### config.mk
export PLATFORM = sky130hd
export DESIGN_NAME = controlador_exibe_sequencia
export DESIGN_NICKNAME = d
export VERILOG_FILES = /design/src/rtl/controlador_exibe_sequencia.sv
export SDC_FILE = /design/constraint.sdc
export NUM_CORES = 1
export LEC_CHECK = 0
export ABC_AREA = 1
export BUFFER_PORTS_ARGS = -buffer_cell sky130_fd_sc_hd__buf_2
export CAP_MARGIN = 20
export CORE_MARGIN = 3
export CORE_UTILIZATION = 32
export DETAILED_ROUTE_END_ITERATION = 8
export GPL_ROUTABILITY_DRIVEN = 0
export PLACE_DENSITY_LB_ADDON = 0.12
export SYNTH_ARGS = -nofsm -noshare
export SYNTH_HDL_FRONTEND = slang
export SYNTH_SLANG_ARGS = --single-unit
export TNS_END_PERCENT = 10
### constraint.sdc
create_clock -name clock -period 1.6 [get_ports clock]
set_clock_uncertainty 0.05 [all_clocks]
set_input_delay 0.08 -clock clock [delete_from_list [all_inputs] [get_ports clock]]
set_output_delay 0.08 -clock clock [all_outputs]
set_load 0.01 [all_outputs]
### src/rtl/controlador_exibe_sequencia.sv
// Plays the stored sequence (addresses 0..rodada) on the LEDs, one value per slot.
// Optional blank gap between values is enabled by defining EXIBE_GAP_EN.
module controlador_exibe_sequencia #(
  parameter int ADDR_W = 4,
  parameter int DATA_W = 4,
  parameter int T_ON   = 1000,
  parameter int T_OFF  = 500
) (
  input  logic              clock,
  input  logic              reset,
  input  logic              iniciar,
  input  logic              parar,
  input  logic [ADDR_W-1:0] rodada,
  input  logic [DATA_W-1:0] dado_mem,
  output logic [ADDR_W-1:0] endereco,
  output logic [DATA_W-1:0] leds,
  output logic              exibindo,
  output logic              pronto,
  output logic [3:0]        db_estado
);

  localparam int T_MAX = (T_ON > T_OFF) ? T_ON : T_OFF;
  localparam int TMR_W = $clog2(T_MAX + 1);
  localparam logic [TMR_W-1:0] TON_LAST = TMR_W'(T_ON - 1);

`ifdef EXIBE_GAP_EN
  localparam logic [TMR_W-1:0] TOFF_LAST = TMR_W'(T_OFF - 1);

  typedef enum logic [3:0] {
    OCIOSO  = 4'd0,
    CARREGA = 4'd1,
    ACESO   = 4'd2,
    APAGADO = 4'd3,
    PROXIMO = 4'd4,
    FIM     = 4'd5
  } estado_t;
`else
  typedef enum logic [3:0] {
    OCIOSO  = 4'd0,
    CARREGA = 4'd1,
    ACESO   = 4'd2,
    PROXIMO = 4'd4,
    FIM     = 4'd5
  } estado_t;
`endif

  estado_t           estado, estadoProx;
  logic [TMR_W-1:0]  timer;
  logic [ADDR_W-1:0] ultimo;

  logic latchUltimo, clrEnd, incEnd;
  logic loadLeds, clrLeds;
  logic clrTimer, incTimer;

  always_ff @(posedge clock) begin
    if (reset) begin
      estado   <= OCIOSO;
      timer    <= '0;
      endereco <= '0;
      ultimo   <= '0;
      leds     <= '0;
    end else begin
      estado <= estadoProx;

      if (clrTimer)      timer <= '0;
      else if (incTimer) timer <= timer + TMR_W'(1);

      if (latchUltimo) ultimo <= rodada;

      if (clrEnd)      endereco <= '0;
      else if (incEnd) endereco <= endereco + ADDR_W'(1);

      if (clrLeds)       leds <= '0;
      else if (loadLeds) leds <= dado_mem;
    end
  end

  always_comb begin
    estadoProx  = estado;
    latchUltimo = 1'b0;
    clrEnd      = 1'b0;
    incEnd      = 1'b0;
    loadLeds    = 1'b0;
    clrLeds     = 1'b0;
    clrTimer    = 1'b0;
    incTimer    = 1'b0;

    case (estado)
      OCIOSO: begin
        if (iniciar) begin
          estadoProx  = CARREGA;
          latchUltimo = 1'b1;
          clrEnd      = 1'b1;
          clrTimer    = 1'b1;
        end
      end
      CARREGA: begin
        estadoProx = ACESO;
        loadLeds   = 1'b1;
        clrTimer   = 1'b1;
      end
      ACESO: begin
        if (timer == TON_LAST) begin
          clrLeds  = 1'b1;
          clrTimer = 1'b1;
`ifdef EXIBE_GAP_EN
          estadoProx = APAGADO;
`else
          estadoProx = (endereco == ultimo) ? FIM : PROXIMO;
`endif
        end else begin
          incTimer = 1'b1;
        end
      end
`ifdef EXIBE_GAP_EN
      APAGADO: begin
        if (timer == TOFF_LAST) begin
          clrTimer   = 1'b1;
          estadoProx = (endereco == ultimo) ? FIM : PROXIMO;
        end else begin
          incTimer = 1'b1;
        end
      end
`endif
      PROXIMO: begin
        incEnd     = 1'b1;
        estadoProx = CARREGA;
      end
      FIM:     estadoProx = OCIOSO;
      default: estadoProx = OCIOSO;
    endcase

    // Abort overrides whatever the state decided above.
    if (parar && (estado != OCIOSO)) begin
      estadoProx  = OCIOSO;
      latchUltimo = 1'b0;
      incEnd      = 1'b0;
      loadLeds    = 1'b0;
      clrLeds     = 1'b1;
      incTimer    = 1'b0;
      clrTimer    = 1'b1;
    end
  end

  always_comb begin
    exibindo = 1'b0;
    case (estado)
      CARREGA, ACESO, PROXIMO: exibindo = 1'b1;
`ifdef EXIBE_GAP_EN
      APAGADO:                 exibindo = 1'b1;
`endif
      default:                 exibindo = 1'b0;
    endcase
  end

  assign pronto    = (estado == FIM);
  assign db_estado = estado;

endmodule
Word-level counts from Yosys, hierarchy flattened

Cells that the tools add are included.
Widths: inputs -> output; s select.

Flip-flop bits (word level): 26
Input port bits: 12
Output and inout bits: 14
Word-level logic and storage cells: 44

Add/subtract/negate cells: 2
Equal/unequal tests: 8
Mux-type cells: 20
Reduce and logical (&&, ||, !) cells: 9

Operators by type and width:

| kind                  | count |
|---|---|
| $mux 1                | 16 |
| $pmux 4 s4            | 1 |
| $add 10x1->10 const B | 1 |
| $eq 10x10->1 const B  | 1 |
| $eq 4x3->1 const B    | 2 |
| $mux 4                | 2 |
| $reduce_or 2->1       | 4 |
| $add 4x1->4 const B   | 1 |
| $eq 4x1->1 const B    | 1 |
| $eq 4x2->1 const B    | 1 |
| $eq 4x4->1            | 1 |
| $logic_not 4->1       | 1 |
| $ne 2x2->1 const B    | 2 |
| $reduce_bool 4->1     | 1 |
| $pmux 1 s3            | 1 |
| $reduce_or 3->1       | 1 |
| $reduce_and 2->1      | 1 |
| $logic_and 1x1->1     | 1 |

Depth between registers and ports, before layout

Gate-level depths: netlist of the first run.

Word-level depth: 5
Mapped depth: 8
Mapped depth without buffers: 8

Worst setup path after synthesis of the first run

OpenSTA, ideal clock, no wires.

Path type: register to register
Start: register timer[0]
End: register timer[0]
Setup time: 0.119 ns
Arrival: 1.274 ns
Data required time: 1.431 ns
Setup slack: 0.157 ns
Stages on the path, launching flop included: 9
Path buffers: 0
Period minus slack after synthesis: 1.443 ns
Cell sequence: dfxtp_1 ha_1 nand2_1 nor2_2 nand3_4 nor2_4 nor2_4 nand2_4 a21oi_2

Word-level cells in the longest chain between the ends: 5
Elaborated cells on any way between the ends: 9
Those cells by class: add/sub (1); eq/ne (1); mux (6); reduce/logical (1)

Ends and longest elaborated chain:

| what                             | line | text |
|---|---|---|
| start, declared                  | 48   | `logic [TMR_W-1:0] timer;` |
| start signal, assigned           | 66   | `else if (incTimer) timer <= timer + TMR_W'(1);` |
| $eq 10x10->1                     | 103  | `if (timer == TON_LAST) begin` |
| $mux 1                           | 103  |  |
| $pmux 1 s3                       | 88   | `case (estado)` |
| $mux 1                           | 134  | `if (parar && (estado != OCIOSO)) begin` |
| $reduce_or 2->1 (no source line) | n/a  |  |

Several ways; a longest one is shown, not always the timed one.
A chain may end at the register's enable or synchronous reset.

Worst setup path in the final report of the first run

Start: register estado[2] (netlist: db_estado[2])
End: output exibindo

Word-level cells in the longest chain between the ends: 3
Elaborated cells on any way between the ends: 5
Those cells by class: eq/ne (3); mux (1); reduce/logical (1)

Ends and longest elaborated chain:

| what                               | line | text |
|---|---|---|
| start, declared                    | 47   | `estado_t estado, estadoProx;` |
| start signal, assigned             | 63   | `estado <= estadoProx;` |
| $eq 4x1->1 (tied with other cells) | 147  | `case (estado)` |
| $reduce_or 3->1 (*)                | 147  |  |
| $mux 1 (*)                         | 147  |  |
| end, declared                      | 17   | `output logic exibindo,` |

Mark *: on every way between the ends. The rest lies on a longest branch, timed or not.

==> results of run 1 <==
[cell type report]
class                      instances  area share, %
inverter                          24           5.35
clock buffer                       4           2.67
tap                               50           3.71
multi-input combinational        141           47.8
sequential                        25           29.7
timing repair buffer              32           10.7
[layout by cell type (no fill, tap or decap)]
cell type	synthesis	final
a21oi_2	10	10
nand3b_1	1	1
inv_2	7	7
nor2_1	12	12
dfxtp_1	25	25
buf_4	1	8
nand3_1	12	12
nor2_4	6	6
nand4_1	7	7
o21ai_0	7	7
nand2_2	4	4
buf_2	2	24
xnor2_1	2	2
inv_1	17	17
a211oi_1	1	1
nor3b_1	1	1
ha_1	2	2
o211ai_1	1	1
nor4_1	1	1
xor2_1	3	3
nor2_2	2	2
nand2_4	1	1
clkbuf_1	1	1
clkbuf_8	0	3
or2_0	1	1
nand3_4	2	2
nor3_1	2	2
nand2_1	48	48
a21oi_1	13	13
conb_1	1	1
a31oi_2	1	1
[per-stage QoR]
step	power (uW)	utilization, %	worst slack, ns	area (um2)	cells
floorplan	1240	-	0.157	1420	194
global placement	1440	39.2	0.182	1620	270
detailed placement	1440	39.2	0.161	1620	270
CTS	1820	40.3	0.0363	1670	274
global route	1950	40.6	0.0307	1680	276
finish	1820	40.6	0.124	1680	276
[cells by family (layout without fill, tap and decap cells)]
family | count (synthesis) | in the layout
and+or+nand+nor | 100 | 100
adders and majority gates | 2 | 2
other | 1 | 1
xor gates and xnor gates | 5 | 5
DFF | 25 | 25
buffers and inverters | 28 | 60
AOI/OAI and AO/OA | 33 | 33
[Yosys cell counts (2+ instances only)]
cell,n
buf_2,2
nor3_1,2
nor2_2,2
nor2_4,6
nand3_4,2
dfxtp_1,25
inv_2,7
nand3_1,12
nand2_1,48
a21oi_2,10
nand2_2,4
a21oi_1,13
ha_1,2
xor2_1,3
nand4_1,7
inv_1,17
o21ai_0,7
xnor2_1,2
nor2_1,12
[power groups by stage]
stage | registers, uW | logic (uW) | clock network [uW]
CTS | 741 | 682 | 397
floorplan | 769 | 469 | 0
global route | 749 | 790 | 415
detailed placement | 755 | 681 | 0
global placement | 756 | 684 | 0
finish | 740 | 699 | 377
[worst max-delay path by stage]
stage	start	end	depth (start not counted)
5_1_grt	db_estado[2]	exibindo	6
2_1_floorplan	timer[0]	timer[0]	8
4_1_cts	db_estado[2]	exibindo	6
6_report	db_estado[2]	exibindo	6
3_5_place_dp	timer[0]	timer[5]	8
3_3_place_gp	db_estado[2]	timer[0]	8
[routing by layer]
layer	share of wire, %	up-vias	global-route usage, %
met4	0.87	0	4.92
li1	-	699	-
met5	0	-	0
met2	42	26	19.2
met3	5.6	2	2.08
met1	51	570	17.9
[sequential cells by signal, indices dropped and copies added, names as in the netlist]
signal / flops
timer: 10
ultimo: 4
leds: 4
db_estado: 3
endereco: 4
[worst register-to-register path: stages (launching register included)]
cell and delay, ns:
dfxtp_1 0.34, ha_1 0.17, nand2_1 0.07, nor2_2 0.15, nand3_4 0.16, nor2_4 0.13, nor2_4 0.05, nand2_4 0.17
a21oi_2 0.05
[what timing repair did]
action | in CTS | in global routing
setup buffers | 0 | 2
endpoints found under the setup margin | 0 | 1
hold endpoints to repair | 0 | 0
==> run metrics, run 1 <==
most used cell, CP=inv_2; Synth Area in Adders=1.77%; endpoints failing setup=0; area leader, netlist=dfxtp_1; Hold Startpoint=dado_mem[1]; post-synth top area share=35.3%; flops & latches, synth=25; IO Pins=26; layout cells sized above 1=30.1%; post-synthesis mux area share=0%; syn_area_per_cell=7.31 um2; vias per cell=4.70; max frequency=678 MHz; post-synthesis simple-gate area fraction=36.5%; nature of the critical path startpoint=flop; Leak=0.000667 uW; Clock power frac=20.7%; GRT overflow=0; max cap viols=0; clock latency on the worst-skew pair=0.27 ns; nets=241; combinational share of power=38.5%; final hold slack=0.0272 ns; H-tree levels=1; Final Critical Period=1.48 ns; largest net degree at the start of global routing=14; Fillers=448; worst endpoint data arrival time=1.35 ns; EDFF count, synth=0; asr flop ratio synth=0%; setup TNS=0 ns; Clock Sinks=25; Pwr per Cell Area=1080 nW/um2; Worst VDD drop=318 uV; worst r2r src=timer[0]; cells after synthesis=194; Final Slew Violations=0; vias in the first global route=1166; Sequential Power Share=40.7%; Buffers on Ports=24; clock-pin slew on the worst setup and hold paths=0.09 ns; Synth-to-Final Area Change=18.8%; hold depth=3; Synthesis Warnings=0; Synth Area in XOR/XNOR=3.09%; DRC viols=0; dpl hpwl=2410 um; Worst path max stage delay=0.34 ns; die area=5260 um2; row count=23; multi-input logic area=806 um2; Net Switching=700 uW; Worst path slowest cell=dfxtp_1; most used flip-flop cell after synthesis=dfxtp_1; Worst Setup Path Type=flop to output port; Starting Density=34.2%; Pre-antenna DRT Iters=4; initial antenna violation count=0; Reg area=500 um2; CTS tree=built; Area contributors post-synth=dfxtp_1 35%, nand2_1 13%, a21oi_2 6.2%; Hold EP=leds[1]; final hold vios=0; Routed wire per std cell=11.3 um; Final ANT Viol Nets=0; CP cell instances=inv_2 -> nand2_2 -> nor2_4 -> inv_2 -> o211ai_1 -> buf_2; sw frac=38.6%; Die Ht=72.6 um; first-pass GRT wire length=5310 um; Root Driver=clkbuf_8; Die X=72.6 um; worst path bufs/invs=3; largest fanout on the critical path=6; Reg2Reg Setup Slack=0.17 ns; Syn Std Cell Area=1420 um2; reg2reg end=timer[5]; run status=finished clean; RSZ-0062 raised after global routing=no; # hold bufs at CTS=0; main combinational cell family by area after synthesis=simple AND/OR/NAND/NOR gates; synth unique cells=30; Clock Tree Buf Depth=2; core area=4140 um2; Antenna diodes=0; Final period util=92.2%; Syn Nets=208; Worst R2R Path Depth=8; CP required=1.47 ns; All-Layer GR Usage=12.7%; Hold WC Path Type=input port to flop; endpoint class of the critical path=output port; CP delay by family, top=buffers and inverters; Pint=1120 uW; First DRT Iteration DRCs=85; Vias=1297; post-CTS sizing=0; WL final=3120 um; CTS Buf Count=3; Seq/Total Area, Yosys=35.3%; Compound-Gate Fraction of Synth Area=15.2%
No activity file was read; power rests on OpenSTA's default activity.
==> run 2, diff against run 1 <==
--- a/config.mk
+++ b/config.mk
@@ -13,6 +13,7 @@
 export DETAILED_ROUTE_END_ITERATION = 8
 export GPL_ROUTABILITY_DRIVEN = 0
 export PLACE_DENSITY_LB_ADDON = 0.12
+export SETUP_SLACK_MARGIN = 0.4
 export SYNTH_ARGS = -nofsm -noshare
 export SYNTH_HDL_FRONTEND = slang
 export SYNTH_SLANG_ARGS = --single-unit
==> constraint.sdc (replaced) <==
create_clock -name clock -period 1.3 [get_ports clock]
set_clock_uncertainty 0.05 [all_clocks]
set_input_delay 0.065 -clock clock [delete_from_list [all_inputs] [get_ports clock]]
set_output_delay 0.065 -clock clock [all_outputs]
set_load 0.01 [all_outputs]
==> run 2 against run 1 <==
- the run now ends with negative setup slack left
- sequential power grew 24%
- flip-flop and latch count is the same
- count of clock-buffer cells in the layout is the same
- final area grew 17%
- core utilization grew 6.9 points
- first-iteration DRC count shrank 22%
- power grew 39%
- final cell count grew 8.7%
- clock power grew 23%
- die area is the same
- critical path depth shrank 1
- combinational power grew 63%
==> run metrics, run 2 (synthesis gave the netlist of run 1 again) <==
commonest non-fill, non-tap cell in the layout=nand2_1; Clock power frac=18.4% (-2.3 points); vias per cell=4.56 (-2.9%); CTS tree=built; run status=finished, violations left; sw frac=37.4% (-1.2 points); most frequent cells in the layout=46 x nand2_1, 27 x buf_4, 21 x buf_2, 17 x inv_1, 17 x dfxtp_1; fin area=1970 um2 (+17%); H-tree levels=1 (unchanged); Die Ht=72.6 um (unchanged); Antenna diodes=0 (unchanged); Pint=1580 uW (+42%); All-Layer GR Usage=13.5% (+0.79 points); Final Critical Period=1.39 ns; worst setup margin=-0.0859 ns (-0.210 ns); Clock Tree Buf Depth=2 (unchanged); vias in the first global route=1267 (+8.7%); Final ANT Viol Nets=0 (unchanged); Sequential Power Share=36.5% (-4.2 points); clock-pin slew on the worst setup and hold paths=0.09 ns (about the same); Hold Startpoint=dado_mem[1]; Die X=72.6 um (unchanged); CP cell instances=buf_4 -> nor2_4 -> inv_1 -> o211ai_1 -> buf_2; core area=4140 um2 (unchanged); endpoint class of the critical path=output port; Placed Area=1780 um2 (+9.7%); Buffers on Ports=24 (unchanged); worst endpoint data arrival time=1.27 ns (-0.08 ns); Worst path slowest cell=dfxtp_2; IO Pins=26 (unchanged); Final Slew Violations=0 (unchanged); Worst Setup SP=db_estado[1]; initial antenna violation count=0 (unchanged); Synth-to-Final Area Change=39.0%; DRC viols=0 (unchanged); first-pass GRT wire length=5770 um (+8.7%); Worst path max stage delay=0.33 ns (about the same); Final period util=107%; Leak=0.000792 uW (+19%); Worst Setup Path Type=flop to output port; endpoints failing setup=17 (+17); largest fanout on the critical path=5 (-1); max cap viols=0 (unchanged); combinational share of power=45.1% (+6.6 points); First DRT Iteration DRCs=66 (-22%); Net Switching=944 uW (+35%); worst r2r src=db_estado[1]; Hold WC Path Type=input port to flop; CTS Buf Count=3 (unchanged); failing checks=negative setup slack; largest net degree at the start of global routing=14 (unchanged); final hold vios=0 (unchanged); Worst VDD drop=591 uV (+86%); Starting Density=34.2% (unchanged); Pre-antenna DRT Iters=4 (unchanged); max frequency=722 MHz; Clock Sinks=25 (unchanged); Routed wire per std cell=10.9 um (-3.7%); die area=5260 um2 (unchanged); nets=265 (+10%); layout cells sized above 1=42.4% (+12 points); nature of the critical path startpoint=flop; Root Driver=clkbuf_8; final hold slack=0.00743 ns (-0.0197 ns); dpl hpwl=2530 um (+4.9%); row count=23 (unchanged); Vias=1369 (+5.6%); Largest Register=timer; RSZ-0062 raised after global routing=yes; WL final=3270 um (+4.7%); Reg2Reg Setup Slack=-0.06 ns (-0.23 ns); max reg flops=10 (unchanged); clock latency on the worst-skew pair=0.27 ns (about the same); GRT overflow=0 (unchanged); CP required=1.19 ns (-0.28 ns); Pwr per Cell Area=1280 nW/um2 (+19%)
[run 2: cell types whose count changed in the layout (fill, tap and decap cells not counted), sizes merged]
cell         before  now
buf              32   55
dlygate4sd3       0    1
[run 2: stage by stage]
stage               setup TNS [ns]  cells  setup slack, ns  power, uW  utilization (%)
floorplan                   -0.528    194          -0.0547       1530                -
global placement            -0.805    288          -0.0829       1850             43.0
detailed placement           -1.12    288           -0.114       1840             43.0
CTS                         -0.940    300          -0.0844       2540             46.9
global route                 -2.64    300           -0.168       2740             47.6
finish                      -0.647    300          -0.0859       2530             47.6
[run 2: worst max-delay path, delay by kind of cell, from the launching register on]
family / cells / cell delay [ns]
AOI/OAI and AO/OA: 1 / 0.17
buffers and inverters: 3 / 0.37
DFF: 1 / 0.33
and+or+nand+nor: 1 / 0.13
[run 2: final timing paths]
kind	end	cells after the start
setup reg to reg	timer[8]	8
hold reg to reg	leds[1]	2
hold / removal	leds[1]	3
setup / recovery	exibindo	5
[run 2: routing by layer]
layer	vias up	track usage, %	share of wire, %
met5	-	0	0
met4	0	3.07	0.83
met3	4	2.08	4.4
met2	32	20.0	41
met1	593	20.3	53
li1	740	-	-
[run 2: area by class of cell]
| cell class | instances | area, um2 |
|---|---|---|
| Inverter | 24 | 90.1 |
| Sequential cell | 25 | 515 |
| Tap cell | 50 | 62.6 |
| Fill cell | 444 | 2170 |
| Timing Repair Buffer | 56 | 397 |
| Multi-Input combinational cell | 141 | 861 |
| Clock buffer | 4 | 45.0 |
[run 2: what timing repair did]
item	4_1_cts	5_1_grt
hold buffers	1	0
resized for setup	15	11
pin swaps	4	5
buffers inserted	7	0
setup endpoints to repair	33	34
hold endpoints to repair	1	0
[run 2: power groups by stage]
| stage | logic [uW] | clock network (uW) | registers (uW) |
|---|---|---|---|
| after global routing | 1270 | 528 | 935 |
| after CTS | 1130 | 490 | 920 |
| final | 1140 | 465 | 921 |
| after floorplan | 578 | 0 | 948 |
| after detailed placement | 912 | 0 | 932 |
| after global placement | 916 | 0 | 931 |
==> run 3, diff against run 2 <==
--- a/config.mk
+++ b/config.mk
@@ -8,7 +8,6 @@
 export ABC_AREA = 1
 export BUFFER_PORTS_ARGS = -buffer_cell sky130_fd_sc_hd__buf_2
 export CAP_MARGIN = 20
-export CORE_MARGIN = 3
 export CORE_UTILIZATION = 32
 export DETAILED_ROUTE_END_ITERATION = 8
 export GPL_ROUTABILITY_DRIVEN = 0
==> run 3 against run 2 <==
- the flow still finishes with violations (negative setup slack)
- die area decreased by 11%
- via count increased by 1.1%
- sequential share of layout area decreased by 0.96 points
- highest routed layer unchanged
- critical path type is now flop to flop
- critical endpoint is now timer[9]
- flip-flop and latch count unchanged
- combinational power increased by 9%
- worst hold slack got worse by 0.0033 ns
==> run metrics, run 3 (synthesis gave the netlist of run 1 again) <==
Final period util=107% (+0.35 points); Fillers=406 (-8.6%); worst endpoint data arrival time=1.55 ns (+0.28 ns); Starting Density=34.4% (+0.24 points); Final Critical Period=1.39 ns (+0.00453 ns); largest net degree at the start of global routing=16 (+2); Buffers on Ports=24 (unchanged); clock latency on the worst-skew pair=0.27 ns (about the same); H-tree levels=1 (unchanged); Worst path max stage delay=0.35 ns (+0.02 ns); Die Ht=68.6 um (-5.5%); Die X=68.6 um (-5.5%); DRC viols=0 (unchanged); CTS Buf Count=3 (unchanged); largest fanout on the critical path=6 (+1); layout cells sized above 1=47.8% (+5.4 points); Util after Layout=50.1% (+2.5 points); Synth-to-Final Area Change=45.4%; endpoint class of the critical path=flop; total power=2640 uW (+4.5%); CTS tree=built; Vias=1384 (+1.1%); initial antenna violation count=0 (unchanged); vias in the first global route=1227 (-3.2%); First DRT Iteration DRCs=55 (-17%); dpl hpwl=2430 um (-3.7%); nature of the critical path startpoint=flop; WL final=3300 um (+1.0%); final hold vios=0 (unchanged); CP required=1.46 ns (+0.27 ns); die area=4700 um2 (-11%); Antenna diodes=0 (unchanged); Routed wire per std cell=10.9 um (about the same); max reg flops=10 (unchanged); CP cell instances=ha_4 -> nand2_4 -> nor2_4 -> nand3_4 -> nand2_4 -> nor2_4 -> nand2_1 -> a21oi_2; fin area=2060 um2 (+4.6%); Worst Setup Path Type=flop to flop; max frequency=719 MHz (-0.33%); RSZ-0062 raised after global routing=yes; Largest Register=timer; GRT overflow=0 (unchanged); Leak=0.000834 uW (+5.4%); Pre-antenna DRT Iters=4 (unchanged); max cap viols=0 (unchanged); # hold bufs at CTS=0 (-1); Clock Tree Buf Depth=2 (unchanged); first-pass GRT wire length=5320 um (-7.8%); Worst R2R Path Depth=8 (unchanged); Worst VDD drop=845 uV (+43%); hold depth=3 (unchanged); nets=268 (+1.1%); Final ANT Viol Nets=0 (unchanged); Hold WC Path Type=input port to flop; failing checks=negative setup slack; All-Layer GR Usage=15.2% (+1.8 points); run status=finished, violations left; most frequent cells in the layout=42 x nand2_1, 28 x buf_4, 22 x buf_2, 16 x inv_1, 16 x dfxtp_1; vias per cell=4.57 (about the same); core area=4120 um2 (-0.69%); clock-pin slew on the worst setup and hold paths=0.10 ns (about the same); commonest non-fill, non-tap cell in the layout=nand2_1; endpoints failing setup=17 (unchanged); Root Driver=clkbuf_8; Pwr per Cell Area=1280 nW/um2 (about the same); Placed Area=1820 um2 (+2.0%); Worst path slowest cell=dfxtp_2; Final Slew Violations=0 (unchanged); row count=23 (unchanged); worst setup margin=-0.0905 ns (-0.00453 ns); IO Pins=26 (unchanged); Clock Sinks=25 (unchanged)
## run 3: repair_timing
action / CTS / global route
setup buffers: 6 / 2
endpoints found under the hold margin: 0 / 0
setup endpoints to repair: 33 / 34
pin swaps: 7 / 12
resized for setup: 19 / 19
## run 3: path summary, 6_finish.rpt
path	startpoint	endpoint	slack, ns
setup / recovery	timer[0]	timer[9]	-0.09
setup reg to reg	timer[0]	timer[9]	-0.09
hold reg to reg	leds[1]	leds[1]	0.41
hold / removal	rodada[3]	ultimo[3]	0.004
## run 3: layer usage
metal	wire, um	GRT usage (%)	vias up
met2	1530	25.7	25
li1	-	-	751
met5	0	0	-
met1	1610	19.5	604
met3	129	4.28	4
met4	27	2.34	0
## run 3: stage by stage
step | hold WS [ns] | TNS, ns | std cells | worst slack [ns]
final | 0.00411 | -0.996 | 303 | -0.0905
after global placement | 0.291 | -0.643 | 291 | -0.0649
after detailed placement | 0.293 | -0.828 | 291 | -0.0829
after global routing | 0.0157 | -2.32 | 303 | -0.147
after CTS | 0.00277 | -1.05 | 301 | -0.0929
after floorplan | 0.177 | -0.528 | 194 | -0.0547
## run 3: where the power goes
part / switching (uW) / internal [uW] / total (uW) / leakage, uW
registers: 75.1 / 851 / 926 / 0.000208
clock network: 260 / 217 / 477 / 0.0000217
logic: 665 / 570 / 1240 / 0.000605
total: 1000 / 1640 / 2640 / 0.000834
## run 3: worst max-delay path: cells and delay by family (launching register included)
family,cells,cell delay [ns]
fa+ha+maj,1,0.17
compound gates,1,0.11
flops,1,0.35
simple gates,6,0.64
## run 3: area by class of cell
class                   count  area (um2)  share of cell area [%]
clock buffers               3        41.3                    2.00
clock inverters             1        7.51                   0.364
inverters                  24        92.6                    4.49
multi-input cells         141         898                    43.6
flip-flops and latches     25         519                    25.2
well taps                  50        62.6                    3.04
repair buffers             59         439                    21.3
